<file path="config.mk">
export PLATFORM = sky130hd
export DESIGN_NAME = button_conditioner
export DESIGN_NICKNAME = d
export VERILOG_FILES = /design/src/rtl/vericade_btn_pkg.sv /design/src/rtl/btn_channel.sv /design/src/rtl/button_conditioner.sv
export SDC_FILE = /design/constraint.sdc
export NUM_CORES = 1
export LEC_CHECK = 0
export BUFFER_PORTS_ARGS = -buffer_cell sky130_fd_sc_hd__buf_4
export CORE_MARGIN = 2
export CORE_UTILIZATION = 67
export CTS_CLUSTER_SIZE = 40
export DETAILED_ROUTE_END_ITERATION = 10
export HOLD_SLACK_MARGIN = 0.1
export PLACE_DENSITY = 0.85
export SLEW_MARGIN = 30
export SYNTH_ARGS = -nofsm -noshare
export SYNTH_HDL_FRONTEND = slang
export SYNTH_SLANG_ARGS = --single-unit
</file>
<file path="constraint.sdc">
create_clock -name clk -period 3.3 [get_ports clk]
set_input_delay 0.33 -clock clk [delete_from_list [all_inputs] [get_ports clk]]
set_output_delay 0.33 -clock clk [all_outputs]
set_load 0.05 [all_outputs]
</file>
<file path="src/rtl/vericade_btn_pkg.sv">
// vericade_btn_pkg
//   Shared constants and types for the push-button conditioning path.
//   N_BTN       : number of physical buttons on the board
//   BTN_*       : bit index of each button within btn_raw/btn_pulse/btn_level
//   rpt_state_t : per-channel auto-repeat state
package vericade_btn_pkg;

  localparam int N_BTN = 5;

  localparam int BTN_UP     = 0;
  localparam int BTN_DOWN   = 1;
  localparam int BTN_LEFT   = 2;
  localparam int BTN_RIGHT  = 3;
  localparam int BTN_CENTER = 4;

  typedef enum logic [1:0] {
    IDLE      = 2'd0,
    HOLD_WAIT = 2'd1,
    REPEATING = 2'd2
  } rpt_state_t;

endpackage

</file>
<file path="src/rtl/btn_channel.sv">
// btn_channel
//   One button: 2-flop synchronizer, counter debounce, auto-repeat FSM.
//   Ports:
//     clk    : system clock
//     rst_n  : asynchronous active-low reset
//     raw    : raw asynchronous button level (1 = pressed)
//     pulse  : one-cycle strobe on debounced press and on each repeat
//     level  : debounced held level
module btn_channel import vericade_btn_pkg::*; #(
  parameter int DEBOUNCE_CYCLES = 500000,
  parameter bit REPEAT_EN       = 1'b0,
  parameter int REPEAT_DELAY    = 25000000,
  parameter int REPEAT_PERIOD   = 5000000
) (
  input  logic clk,
  input  logic rst_n,
  input  logic raw,
  output logic pulse,
  output logic level
);

  localparam int DB_W    = $clog2(DEBOUNCE_CYCLES + 1);
  localparam int RPT_MAX = (REPEAT_DELAY > REPEAT_PERIOD) ? REPEAT_DELAY : REPEAT_PERIOD;
  localparam int RPT_W   = $clog2(RPT_MAX + 1);

  localparam logic [DB_W-1:0]  DB_LAST  = DB_W'(DEBOUNCE_CYCLES - 1);
  localparam logic [RPT_W-1:0] DLY_LAST = RPT_W'(REPEAT_DELAY - 1);
  localparam logic [RPT_W-1:0] PER_LAST = RPT_W'(REPEAT_PERIOD - 1);

  logic [1:0]       sync;
  logic             deb;
  logic [DB_W-1:0]  db_cnt;
  rpt_state_t       state;
  logic [RPT_W-1:0] tmr;

  logic differ, toggle, rise, fall;

  // The counter holds the number of consecutive disagreeing cycles already
  // seen; the edge that would make it DEBOUNCE_CYCLES flips the state.
  assign differ = sync[1] ^ deb;
  assign toggle = differ && (db_cnt == DB_LAST);
  assign rise   = toggle && !deb;
  assign fall   = toggle && deb;

  always_ff @(posedge clk or negedge rst_n) begin
    if (!rst_n) begin
      sync   <= '0;
      deb    <= 1'b0;
      db_cnt <= '0;
    end else begin
      sync <= {sync[0], raw};
      if (!differ) begin
        db_cnt <= '0;
      end else if (toggle) begin
        deb    <= ~deb;
        db_cnt <= '0;
      end else begin
        db_cnt <= db_cnt + 1'b1;
      end
    end
  end

  assign level = deb;

  // Repeat FSM. A debounced release takes priority over a due repeat pulse,
  // so the release cycle never strobes.
  always_ff @(posedge clk or negedge rst_n) begin
    if (!rst_n) begin
      state <= IDLE;
      tmr   <= '0;
      pulse <= 1'b0;
    end else begin
      pulse <= 1'b0;
      if (fall) begin
        state <= IDLE;
        tmr   <= '0;
      end else begin
        case (state)
          IDLE: begin
            tmr <= '0;
            if (rise) begin
              pulse <= 1'b1;
              if (REPEAT_EN) state <= HOLD_WAIT;
            end
          end
          HOLD_WAIT: begin
            if (tmr == DLY_LAST) begin
              pulse <= 1'b1;
              tmr   <= '0;
              state <= REPEATING;
            end else begin
              tmr <= tmr + 1'b1;
            end
          end
          REPEATING: begin
            if (tmr == PER_LAST) begin
              pulse <= 1'b1;
              tmr   <= '0;
            end else begin
              tmr <= tmr + 1'b1;
            end
          end
          default: begin
            state <= IDLE;
            tmr   <= '0;
          end
        endcase
      end
    end
  end

endmodule

</file>
<file path="src/rtl/button_conditioner.sv">
// button_conditioner
//   Conditions N_BTN raw push-buttons into debounced levels and press/repeat
//   strobes for the game block. Channels are fully independent.
//   Ports:
//     clk       : system clock
//     rst_n     : asynchronous active-low reset
//     btn_raw   : raw asynchronous button levels (1 = pressed)
//     btn_pulse : one-cycle press/repeat strobes, registered
//     btn_level : debounced held levels, registered
module button_conditioner import vericade_btn_pkg::*; #(
  parameter int               N_BTN           = vericade_btn_pkg::N_BTN,
  parameter int               DEBOUNCE_CYCLES = 500000,
  parameter logic [N_BTN-1:0] REPEAT_MASK     = '0,
  parameter int               REPEAT_DELAY    = 25000000,
  parameter int               REPEAT_PERIOD   = 5000000
) (
  input  logic             clk,
  input  logic             rst_n,
  input  logic [N_BTN-1:0] btn_raw,
  output logic [N_BTN-1:0] btn_pulse,
  output logic [N_BTN-1:0] btn_level
);

  for (genvar i = 0; i < N_BTN; i++) begin : g_ch
    btn_channel #(
      .DEBOUNCE_CYCLES (DEBOUNCE_CYCLES),
      .REPEAT_EN       (REPEAT_MASK[i]),
      .REPEAT_DELAY    (REPEAT_DELAY),
      .REPEAT_PERIOD   (REPEAT_PERIOD)
    ) u_ch (
      .clk   (clk),
      .rst_n (rst_n),
      .raw   (btn_raw[i]),
      .pulse (btn_pulse[i]),
      .level (btn_level[i])
    );
  end

endmodule

</file>
### Word level (Yosys, flattened, before mapping)

Cells that the tools add are included.

| storage, ports and cells | value |
|---|---|
| output and inout port bits | 10 |
| word-level logic and storage cells | 195 |
| bits of input ports | 7 |
| register bits | 250 |

| operators by class | value |
|---|---|
| equal/unequal tests | 35 |
| multiplexer cells | 70 |
| bitwise operators | 10 |
| $add $sub $neg | 10 |
| reduce and logical (&&, ||, !) cells | 40 |

Operator list:

| kind | count |
|---|---|
| $mux 25 | 15 |
| $pmux 25 s2 | 5 |
| $mux 19 | 10 |
| $add 25x1->25 const B | 5 |
| $eq 25x23->1 const B | 5 |
| $eq 25x25->1 const B | 5 |
| $add 19x1->19 const B | 5 |
| $eq 19x19->1 const B | 5 |
| $mux 1 | 20 |
| $mux 2 | 10 |
| $pmux 2 s2 | 5 |
| $reduce_and 2->1 | 10 |
| $logic_and 1x1->1 | 15 |
| $ne 3x1->1 const B | 5 |
| $pmux 1 s3 | 5 |
| $eq 2x1->1 const B | 5 |
| $eq 2x2->1 const B | 5 |
| $logic_not 2->1 | 5 |
| $ne 2x1->1 const B | 5 |
| $reduce_or 2->1 | 5 |
| $logic_not 1->1 | 5 |
| $not 1->1 | 5 |
| $xor 1x1->1 | 5 |

### Logic depth before layout (Yosys ltp)

Gate-level depths: netlist of the first run.

| depth | value |
|---|---|
| word-level depth | 6 |
| gate-level depth with buffers | 6 |
| gate-level depth less buffers | 5 |

### Hierarchy

From an unflattened synthesis of the first run, not the netlist that was laid out.

| second synthesis, totals | value |
|---|---|
| cells, all modules | 519 |
| area, all modules | 5649.2 µm² |

Modules (own cells, without submodules):

| module | area an instance (µm²) | cells an instance | sequential area each (µm²) | instances |
|---|---|---|---|---|
| btn_channel at g_ch[0].u_ch ... | 1133.6 | 103 | 575.6 | 4 |
| btn_channel at g_ch[4].u_ch | 1114.8 | 107 | 575.6 | 1 |

### Worst setup path after synthesis of the first run

OpenSTA, ideal clock, no wires.

| timing path | value |
|---|---|
| kind | register -> register |
| from | reg g_ch[3].u_ch.db_cnt[10] |
| to | reg g_ch[3].u_ch.deb |
| data arrival time | 1.922 ns |
| setup time | 0.125 ns |
| setup slack | 1.253 ns |
| buffers on the path | 0 |
| cell stages (with the launch flop) | 5 |
| clock period less this slack | 2.047 ns |
| path through | dfrtp_1 or4b_1 or4_4 nor2_1 mux2_2 |

| on the way | value |
|---|---|
| word-level cells in the longest chain between the ends | 3 |

RTL lines:

| element | RTL line | source |
|---|---|---|
| start, declared | btn_channel.sv:32 | `logic [DB_W-1:0] db_cnt;` |
| start signal, assigned | btn_channel.sv:58 | `db_cnt <= db_cnt + 1'b1;` |
| $eq 19x19->1 | btn_channel.sv:41 | `assign toggle = differ && (db_cnt == DB_LAST);` |
| $logic_and 1x1->1 | btn_channel.sv:41 |  |
| $reduce_and 2->1 (no source line) | - |  |
| end signal, assigned | btn_channel.sv:55 | `deb <= ~deb;` |
| end, declared | btn_channel.sv:31 | `logic deb;` |

No other way between the ends.
A chain may end at the register's enable or synchronous reset.

### Final worst setup path of the first run

| timing path | value |
|---|---|
| from | reg g_ch[1].u_ch.db_cnt[0] |
| to | reg g_ch[1].u_ch.db_cnt[10] |

| on the way | value |
|---|---|
| word-level cells in the longest chain between the ends | 4 |
| elaborated cells between the ends (all ways) | 5 |

RTL lines:

| element | RTL line | source |
|---|---|---|
| start, declared | btn_channel.sv:32 |  |
| start signal, assigned | btn_channel.sv:58 |  |
| branches (longest 2 deep; another with $add 19x1->19) | - |  |
| $mux 19 (*) | btn_channel.sv:54 | `end else if (toggle) begin` |
| $mux 19 (*) | btn_channel.sv:52 | `if (!differ) begin` |

Mark *: on every way between the ends.

==> run summary, run 1 <==
Yosys printed 0 warnings. The last weighted congestion value of the routability-driven placer came out at 0.885. The sequential fraction of design power is 44.7%. The detailed router's first-iteration violation count came out at 297. The number of synthesized flops with an enable pin came out at 0. The number of fill cells in the layout came out at 521. The number of flip-flops and latches in the synthesized netlist came out at 115. The summed negative setup slack over all endpoints is 0 ns. The first-pass detailed-route iteration total came out at 6.

The clock arrives with 0.00893 ns of skew. Across all setup checks in the final design, the least slack found is 1.04 ns. The estimated wirelength of the detail-placed design is 6.88 mm. At the worst endpoint, the arrival time is 2.65 ns. The final max-slew violation count came out at 0.

The final-report hold violation count came to 0. In this run the tool buffered the top-level ports with 16 buffer cells. The minimum clock period is 2.26 ns. TritonCTS built the clock tree. The tree is rooted in a clkbuf_8. Clock-pin slew was measured on the worst setup and hold paths at 0.05 ns. The maximum buffer depth of the clock tree is 2. The total DRC errors in the routed layout came out at 0.

The routed wire length is 11.3 mm. The initial standard-cell utilization of the core is 68.1%. The critical path data required time came out at 3.69 ns. The number of buffers added by the clock tree synthesis step is 17. The register area share after synthesis came out at 52.2%. The launch point of the worst hold path is g_ch[3].u_ch.sync[0]$_DFF_PN0_. The die extent in y came out at 94.7 µm. The max capacitance violation total is 0. The switching power came out at 682 µW. The total vias in the final route came out at 4113.

In the final layout, flip-flops and latches occupy 2880 µm². The die covers 8970 µm². The most critical setup path has its startpoint at g_ch[1].u_ch.db_cnt[0]$_DFF_PN0_.

The repair_antennas step left the layout with diodes totalling 0. For this run, the share of the core covered by cells in the final layout is 77.8%. The largest vdd supply drop came out at 0.000334 V. The buffer count from post-CTS setup fixing is 0. Timing analysis after detailed placement gives a worst setup slack of 1.07 ns. dfrtp_1 takes more of the synthesized area than any other cell. The number of unique standard cell types used by synthesis is 45. By area the synthesized netlist is led by dfrtp_1, xnor2_1, nor2_1. The proportion of total power due to net switching is 20.9%. Global routing finished with a remaining overflow of 0. In this run the count of I/O pins placed on the die edge is 17.

The first-pass GRT wire length is 18.9 mm. The final-stage net count came out at 582. Cells with a size suffix above 1 make up 11.0% of the layout.

Combinational logic is responsible for 3.0% of the overall power. The area of the multi-input gates came out at 2460 µm². The area growth from synthesis to final layout is 14.2%. The min-delay analysis places its worst path in the category flip-flop to flip-flop.

The clock network accounts for 52.3% of the total power. The element type at the critical path end is a flip-flop. The leakage power came out at 0.00252 µW.

The internal power summed over all cells is 2580 µW. In the synthesized netlist the dominant register cell turns out to be dfrtp_1. Along the worst path, the maximum fanout reaches 10.

After synthesis, the mean cell area works out to 10.1 µm². Setup repair after global routing left no endpoint under its margin. STA classifies the critical path startpoint as a flip-flop. The count of standard-cell rows came out at 33. The post-synth design cell area came out at 5510 µm². The die is 94.7 µm wide.

The synthesized instance count came out at 544. The share of the clock period used by the worst path came out at 68.5%. The critical path class is flip-flop to flip-flop. The area inside the core boundary came out at 8090 µm².

The global router's overall resource usage came out at 27.3%. The share of synthesized area in the top cell type comes to 52.2%. The average wire per cell in the routed design is 16.5 µm.

At the later pin of the worst-skew pair, clock insertion delay measures 0.51 ns. The largest net degree at the start of global routing came out at 66. The worst pin sits at a relative slew slack of 45.0%.

At the pin with the least slew margin, the transition time is 0.825 ns. The run finished with clean final reports. The via-per-instance ratio is 6.00. In this run the critical register-to-register path is launched from g_ch[1].u_ch.db_cnt[0]$_DFF_PN0_. The net count after synthesis is 556. The highest achievable clock rate is 442 MHz. Setup violations remaining at the end of the flow were counted as 0.

The number of clock sinks is 115. Power spread over the standard cell area amounts to 518 nW/µm². The via count of the first global-routing pass is 4098. The initial antenna violation count came out at 0.

The fraction of registers with async set/reset is 100%. The detail route stage leaves a number of antenna-violating nets equal to 0. The H-tree was split into 4 levels.
==> power by group through the flow <==
| stage | Clock (µW) | Combinational, µW | Sequential [µW] |
|---|---|---|---|
| after floorplan | 0 | 45.8 | 1470 |
| after CTS | 1730 | 100 | 1460 |
| final | 1710 | 97.3 | 1460 |
| after global placement | 0 | 88.3 | 1480 |
| after detailed placement | 0 | 91.7 | 1480 |
| after global routing | 1810 | 110 | 1460 |
==> worst max-delay path, cell delays in order (launching register included) <==
cell     delay, ns
dfrtp_1       0.41
ha_1          0.23
nand4_1       0.32
o41ai_2       0.82
buf_4         0.29
nor2_1        0.07
==> cells by family (layout without fill, tap and decap cells) <==
group           count (synthesis)  count (layout)  share of synthesized area (%)
compound gates                 31              31                           3.75
mux                             7               7                           1.38
simple gates                  277             277                           26.3
fa+ha+maj                       5               5                           1.14
flops                         115             115                           52.2
xor+xnor                       76              76                           12.1
buf+inv                        33              69                           3.16
==> worst paths after layout <==
check,depth (start not counted),slack (ns),end
worst max-delay path,5,1.04,g_ch[1].u_ch.db_cnt[10]$_DFF_PN0_
worst min-delay path,0,0.35,g_ch[3].u_ch.sync[1]$_DFF_PN0_
worst max register to register,5,1.04,g_ch[1].u_ch.db_cnt[10]$_DFF_PN0_
worst min register to register,0,0.35,g_ch[3].u_ch.sync[1]$_DFF_PN0_
max in group asynchronous,3,2.07,g_ch[0].u_ch.db_cnt[15]$_DFF_PN0_
min in group asynchronous,2,0.47,g_ch[2].u_ch.db_cnt[13]$_DFF_PN0_
==> synth_stat cells (all sizes together) (6+ instances only) <==
library cell / count
dfrtp: 115
nor2: 91
xnor2: 59
nand2: 31
nand3: 31
nand4: 30
nor4: 21
nor3: 19
xor2: 17
buf: 14
a21oi: 13
inv: 13
o21ai: 11
or3: 10
or4: 10
clkbuf: 6
==> metal layers <==
layer / share of wire (%) / vias up / GRT usage (%)
met5: 0 / - / 0
met4: 1.6 / 0 / 10.4
met3: 3.9 / 23 / 7.42
met2: 52 / 134 / 45.7
met1: 42 / 1998 / 33.9
li1: - / 1958 / -
==> sequential cells by signal (all words and copies together), names as in the netlist <==
name and count:
g_ch.u_ch.sync 10, g_ch.u_ch.db_cnt 95, g_ch.u_ch.level 5, g_ch.u_ch.pulse 5
==> cells in the final DEF, fill, tap and decap left out, types with 5 or more instances in the layout <==
cell type and instances:
ha_1 5, xor2_1 17, nor3b_1 5, and3_1 5
nor4b_1 5, a21oi_1 12, inv_1 13, nor4_1 21
dfrtp_1 115, mux2_2 5, nand4_1 29, nand3_1 31
or3_1 8, nor2_1 91, nand2_1 31, nor3_1 19
or4_1 8, buf_4 20, dlygate4sd3_1 6, clkbuf_16 16
xnor2_1 59, o21ai_0 8
==> stage by stage <==
step	hold slack (ns)	cells	area (µm²)	total power [µW]
after floorplan	0.0344	544	5510	1520
after global placement	0.333	650	5690	1570
after detailed placement	0.335	650	5690	1570
after CTS	0.347	685	6290	3290
after global routing	0.356	685	6290	3380
final	0.346	685	6290	3260
==> what timing repair did <==
item | in CTS | in global routing
gates resized for setup | 0 | 0
hold buffers | 6 | 0
endpoints found under the setup margin | 0 | 0
endpoints found under the hold margin | 69 | 0
==> area by class of cell <==
cell class	count	area share (%)
flip-flops and latches	115	45.7
multi-input cells	396	39.1
clock buffers	23	7.41
repair buffers	27	3.66
well taps	105	2.09
clock inverters	6	1.27
inverters	13	0.775
No activity file was read; power rests on OpenSTA's default activity.
==> inputs of run 2 (changes only) <==
CORE_UTILIZATION = 56   (was 67)
PLACE_DENSITY = 0.76   (was 0.85)
clock period = 2.06 ns   (was 3.3 ns; I/O delays follow)
==> run 2 against run 1 <==
  * Clock skew fell by 0.0031 ns
  * Setup slack worse by 1.0 ns
  * Global-route usage fell by 4.2 points
  * Routed wire length is 3.2% lower
  * Critical path depth shrank 1
  * Via count rose by 1.7%
  * Final area rose by 5.0%
  * Clock-buffer cell count is 2 lower
  * Critical endpoint is now g_ch[3].u_ch.level$_DFFE_PN0P_
  * Largest cell class unchanged
==> run summary, run 2 (synthesis results as in run 1) <==
Setup repair after global routing could not meet its margin everywhere. The last weighted congestion value of the routability-driven placer came out at 0.880. The largest vdd supply drop came out at 0.000659 V. The instance count after placement with tap cells included came out at 701. The commonest non-fill, non-tap cell in the layout is dfrtp_1. The sequential fraction of design power came out at 43.7%. The hold slack came out at 0.211 ns.

Row generation in the floorplan step produced 36 rows. The highest achievable clock rate is 489 MHz. On the critical path, the stage with the largest delay is an instance of or4_4. The final-stage net count is 609. The cell area after layout came out at 6610 µm². The total power per unit cell area came out at 807 nW/µm². The number of buffers added on ports came out at 16. The area inside the core boundary came out at 9680 µm². The via-per-instance ratio came out at 5.63. The arrival time at the worst endpoint came out at 2.45 ns. The number of buffers added by the clock tree synthesis step is 17. The setup violation total in the final timing report is 0.

The completed layout was analyzed and its total power is 5330 µW. The flip-flop count of the largest register, all copies and words added is 95. The largest registers in the layout are g_ch.u_ch.db_cnt x95, g_ch.u_ch.sync x10. The final-report hold violation count was 0. The die is 103 µm wide. Cell internal power was estimated by the tool at 4220 µW. CTS placed an instance of clkbuf_8 at the clock tree root.

Data on the critical path is required at its endpoint by 2.46 ns. The die extent in y is 103 µm. The total vias in the final route came out at 4182. More flip-flops sit in one register than any other, and that register is g_ch.u_ch.db_cnt. The count of nets left with antenna violations after detail routing is 0. The count of placed standard cells in the final layout, fillers left out came out at 743.

The global router's overall resource usage came out at 23.1%. Cells with a size suffix above 1 make up 16.6% of the layout. Traced cell by cell, the critical path runs through or4b_1, or4_4, nor2_4, mux2_4. The initial standard-cell utilization of the core came out at 56.9%. The maximum fanout count along the critical path is 2. The latest clock arrival within the worst-skew pair came out at 0.52 ns. The area growth from synthesis to layout is 20.0%. The via count of the first global-routing pass is 4162. After detailed routing, the number of remaining DRC violations is 0. The first-pass GRT wire length came out at 18.8 mm. Of the total power, the share spent switching nets is 20.9%. Summed over all layers, the routed wires come to 10.9 mm. Combinational cells account for 3.1% of the total power. The switching power came out at 1120 µW. The largest stage delay on the critical path came out at 0.59 ns.

The average wire per cell in the routed design is 14.7 µm. Setup slack on the worst reg-to-reg path comes out at 0.02 ns. After legalization and detailed placement, the total HPWL measured 7.41 mm. The total number of H-tree levels came out at 4.

The max capacitance violation total came out at 0. The largest net degree at the start of global routing is 70. The initial antenna violation count is 0. The pre-antenna-repair detailed-routing pass consisted of 6 iterations. The run finished with clean final reports. The critical path is of the flip-flop to flip-flop type.

The leftover overflow at the end of global routing came out at 0. The share of the clock period used by the worst path came out at 99.2%. The number of I/O pins came out at 17. In this run, the number of DRC markers left after iteration 0 of detailed routing was 213. The setup skew after layout is 0.00586 ns. The placed instances occupy a cell area of 5920 µm². CTS saw 115 sinks. The tightest min-delay check is of the primary input to async pin type.

The worst slew slack as a fraction of its limit came out at 54.1%. In this run the static leakage power is 0.00267 µW. In the layout the commonest cells are dfrtp_1, nor2_1, xnor2_1. The minimum clock period is 2.04 ns. The actual slew at the worst max-slew pin is 0.680 ns. TritonCTS built the clock tree. The final max-slew violation count came to 0.

The worst setup path is launched from a flip-flop. The element type at the critical path end is a flip-flop. The die outline area is 10700 µm².

The number of antenna diodes in the final layout is 0. The clock network burns 53.1% of the power. The clock passes through at most 2 buffers. The register clock-pin slew on the reported worst setup and hold paths is 0.06 ns. In the final timing run, aggregate negative setup slack is 0 ns.
-- run 2: worst paths after layout --
path                                                         from                                end  cells past startpoint
worst max-delay path            g_ch[3].u_ch.db_cnt[10]$_DFF_PN0_     g_ch[3].u_ch.level$_DFFE_PN0P_                      4
worst min-delay path                                        rst_n  g_ch[2].u_ch.db_cnt[12]$_DFF_PN0_                      3
worst max register to register  g_ch[3].u_ch.db_cnt[10]$_DFF_PN0_     g_ch[3].u_ch.level$_DFFE_PN0P_                      4
worst min register to register     g_ch[3].u_ch.sync[0]$_DFF_PN0_     g_ch[3].u_ch.sync[1]$_DFF_PN0_                      0
max in group asynchronous                                   rst_n   g_ch[3].u_ch.db_cnt[9]$_DFF_PN0_                      3
min in group clk                                       btn_raw[0]     g_ch[0].u_ch.sync[0]$_DFF_PN0_                      2
-- run 2: final cells by class --
cell class	instances	area (µm²)
fillers	734	3070
flip-flops and latches	115	2880
multi-input cells	396	2480
repair buffers	54	458
clock buffers	21	439
well taps	133	166
clock inverters	11	135
inverters	13	48.8
-- run 2: power groups by stage --
stage	logic [µW]	clock network [µW]	registers, µW
final	168	2830	2330
after global routing	194	3000	2340
after CTS	174	2900	2330
after detailed placement	163	0	2370
after global placement	158	0	2370
after floorplan	73.4	0	2360
-- run 2: per-layer routing --
layer	global-route usage (%)	wire length, µm	up-vias
met5	0	0	-
met4	11.4	217	0
met3	7.39	388	22
met2	38.1	5550	93
met1	27.4	4790	2053
li1	-	-	2014
-- run 2: timing repair --
| item | in CTS | in global routing |
|---|---|---|
| gates resized for setup | 6 | 3 |
| endpoints found under the setup margin | 1 | 5 |
| setup buffers | 3 | 1 |
| endpoints found under the hold margin | 120 | 0 |
| pin swaps | 1 | 1 |
| hold buffers | 6 | 0 |
-- run 2: critical path: cells and delay by family, from the launching register on --
kind / cells / cell delay, ns
DFF: 1 / 0.37
and+or+nand+nor: 3 / 1.25
muxes: 1 / 0.31
-- run 2: stage by stage --
| step | worst slack (ns) | util, % |
|---|---|---|
| final | 0.0170 | 68.3 |
| after global routing | -0.0190 | 68.3 |
| after CTS | 0.0162 | 68.1 |
| after detailed placement | -0.0250 | 61.1 |
| after global placement | 0.0104 | 61.1 |
| after floorplan | 0.0132 | - |
==> inputs of run 3 (changes only) <==
GPL_TIMING_DRIVEN = 0   (was default)
==> run 3 against run 2 <==
  * The run now ends with setup timing left
  * Worst hold slack gained 0.12 ns
  * Clock skew grew 0.0020 ns
  * Final area grew 1.9%
  * Setup slack lost 0.072 ns
  * First-iteration DRC count shrank 27%
  * Sequential power is essentially flat
  * Power shrank 1.0%
  * Routed wire length grew 1.0%
  * Via count is essentially flat
  * Critical path type unchanged
  * Critical path depth grew 1
  * Register-to-register slack lost 0.07 ns
  * Clock power shrank 2%
==> run summary, run 3 (synthesis results as in run 1) <==
The total DRC errors in the routed layout is 0. The critical path class is flip-flop to flip-flop. The flow ran to the end, but the final reports show violations.

The clock root buffer master is clkbuf_8. STA classifies the critical path endpoint as a flip-flop. The register with the most flip-flops in the final layout is g_ch.u_ch.db_cnt.

The final-stage net count came out at 621. The count of standard-cell rows is 36. Before antenna repair, the detailed router went through 4 iterations. The first-pass GRT wire length came out at 18.2 mm. The worst path uses 103% of the clock period.

The library cells used most frequently in the layout, excluding fill and tap cells, are dfrtp_1, nor2_1, xnor2_1. The startpoint type of the worst setup path is a flip-flop. The number of I/O pins came out at 17. The die span in x came out at 103 µm. For the worst setup path, the data required time is 2.47 ns.

The max capacitance violation total came out at 0. The highest achievable clock rate is 473 MHz. The largest net degree at the start of global routing is 116.

From synthesis to final layout, the design area changed by 22.3%. Port buffering added 16 buffers. For hold timing, the worst endpoint is g_ch[1].u_ch.sync[0]$_DFF_PN0_. The area inside the core boundary came out at 9680 µm².

The cell area after layout is 6740 µm². The via-per-instance ratio came out at 5.54. The maximum buffer depth of the clock tree came out at 2.

The largest stage delay on the critical path is 0.60 ns. The placed cell area came out at 5810 µm². Setup repair after global routing could not meet its margin everywhere. Of all nets on the critical path, the largest fanout is 5. The estimated wirelength of the detail-placed design is 6.85 mm. The register-to-register setup slack is -0.05 ns.

The end-of-flow core utilization is 69.6%. The antenna diode count came out at 0. TritonCTS built the clock tree.

The critical path's top delay family is simple AND/OR/NAND/NOR gates. The hold slack came out at 0.333 ns. The min-delay analysis places its worst path in the category primary input to flip-flop.

In this run the remaining antenna-violating nets after routing total 0. The setup skew after layout is 0.00787 ns. The number of fill cells in the layout came out at 715. Detailed routing inserted a total of 4179 vias. In this run the number of H-tree levels came out at 4. The worst hold path was traced through 2 stages.

The via count of the first global-routing pass came to 4031. The checks that failed: setup timing. In this run the worst setup path begins at g_ch[3].u_ch.db_cnt[7]$_DFF_PN0_. At the worst endpoint, the arrival time is 2.52 ns. The number of clock sinks is 115. The routed wire length is 11.1 mm. The initial standard-cell utilization of the core is 56.9%.

The worst slew slack as a fraction of its limit came out at 46.4%. The floorplan step defined a die boundary enclosing 10700 µm². The largest vdd supply drop came out at 0.000708 V. The number of cells on the worst reg-to-reg path is 5. The register clock-pin slew on the reported worst setup and hold paths is 0.05 ns. The register with the most flip-flops in the layout has 95 of them. The commonest non-fill, non-tap cell in the layout is dfrtp_1.

For the pin with the worst max-slew slack, the measured transition is 0.804 ns. The latest clock arrival within the worst-skew pair came out at 0.52 ns. In the final layout, the registers with the most flip-flops are g_ch.u_ch.db_cnt x95, g_ch.u_ch.sync x10. The initial antenna violation count came out at 0. After the first detailed-routing iteration, the DRC count stood at 155. The global router's overall resource usage is 22.2%. The final setup slack of the worst path came out at -0.0548 ns. On the critical path, the stage with the largest delay is an instance of or4_4. The last weighted congestion value of the routability-driven placer came out at 0.860.

The final max-slew violation count came out at 0. In this run the critical register-to-register path is captured at g_ch[3].u_ch.db_cnt[11]$_DFF_PN0_. In this run the vertical extent of the chip is 103 µm. The total power per unit cell area came out at 783 nW/µm².

The startpoint identified for the worst register-to-register timing path is g_ch[3].u_ch.db_cnt[7]$_DFF_PN0_. Clock tree synthesis inserted a total of 17 buffers. The final-report hold violation count came out at 0. In this run the most critical hold path is launched from btn_raw[1].

The average wire per cell in the routed design is 14.6 µm. The critical path goes through or4b_1, or4_4, o21ai_4, buf_6, nor2_1. The leftover overflow at the end of global routing came out at 0. Together, buffers and inverters on the worst path number 1. Setup violations remaining at the end of the flow were counted as 19. The minimum clock period came out at 2.11 ns. The leakage power came out at 0.00274 µW. Cells with a size suffix above 1 make up 20.3% of the layout.
run 3: changes by cell type in the layout (fill, tap and decap cells not counted), sizes merged:
| cell | previous run | this run |
|---|---|---|
| buf | 48 | 54 |
| bufinv | 3 | 2 |
| clkbuf | 21 | 25 |
| clkinv | 6 | 5 |
| clkinvlp | 2 | 5 |
| inv | 13 | 14 |
run 3: metrics by stage:
stage | TNS, ns | power, µW | instances | setup WS, ns
4_1_cts | -0.0402 | 5320 | 747 | -0.0222
2_1_floorplan | 0 | 2430 | 544 | 0.0132
3_3_place_gp | -7.95 | 2510 | 693 | -0.249
6_report | -0.697 | 5280 | 755 | -0.0548
5_1_grt | -1.60 | 5470 | 755 | -0.0961
3_5_place_dp | -9.91 | 2510 | 693 | -0.275
run 3: area by class of cell:
type | count | area (µm²) | area share, %
clock buffers | 19 | 432 | 6.40
clock inverters | 13 | 135 | 2.00
flip-flops and latches | 115 | 2880 | 42.8
repair buffers | 47 | 383 | 5.68
well taps | 133 | 166 | 2.47
multi-input cells | 396 | 2570 | 38.1
inverters | 13 | 48.8 | 0.724
plain buffers | 19 | 123 | 1.82
run 3: metal layers:
| layer | GRT usage, % | vias up | share of wire [%] |
|---|---|---|---|
| met4 | 7.89 | 0 | 1.9 |
| li1 | - | 2037 | - |
| met5 | 0 | - | 0 |
| met1 | 27.9 | 2042 | 44 |
| met2 | 36.2 | 82 | 51 |
| met3 | 7.33 | 18 | 3.4 |
run 3: how the worst max path moves through the flow:
stage | to | depth (start not counted)
finish | g_ch[3].u_ch.db_cnt[11]$_DFF_PN0_ | 5
global route | g_ch[3].u_ch.level$_DFFE_PN0P_ | 4
CTS | g_ch[3].u_ch.db_cnt[17]$_DFF_PN0_ | 5
detailed placement | g_ch[2].u_ch.db_cnt[11]$_DFF_PN0_ | 5
global placement | g_ch[1].u_ch.db_cnt[8]$_DFF_PN0_ | 5
floorplan | g_ch[3].u_ch.level$_DFFE_PN0P_ | 4
run 3: what timing repair did:
action                                  in CTS  in global routing
gates cloned                                 1                  0
gates resized for setup                     12                 20
hold buffers                                 6                  0
endpoints found under the setup margin      67                 53
hold endpoints to repair                   120                  0
pin swaps                                    6                  7
buffers inserted                            15                  9
run 3: report_power, final:
| part | internal, µW | total [µW] | switching [µW] |
|---|---|---|---|
| Sequential | 2290 | 2330 | 33.2 |
| Combinational | 70.8 | 185 | 114 |
| Clock | 1740 | 2770 | 1020 |
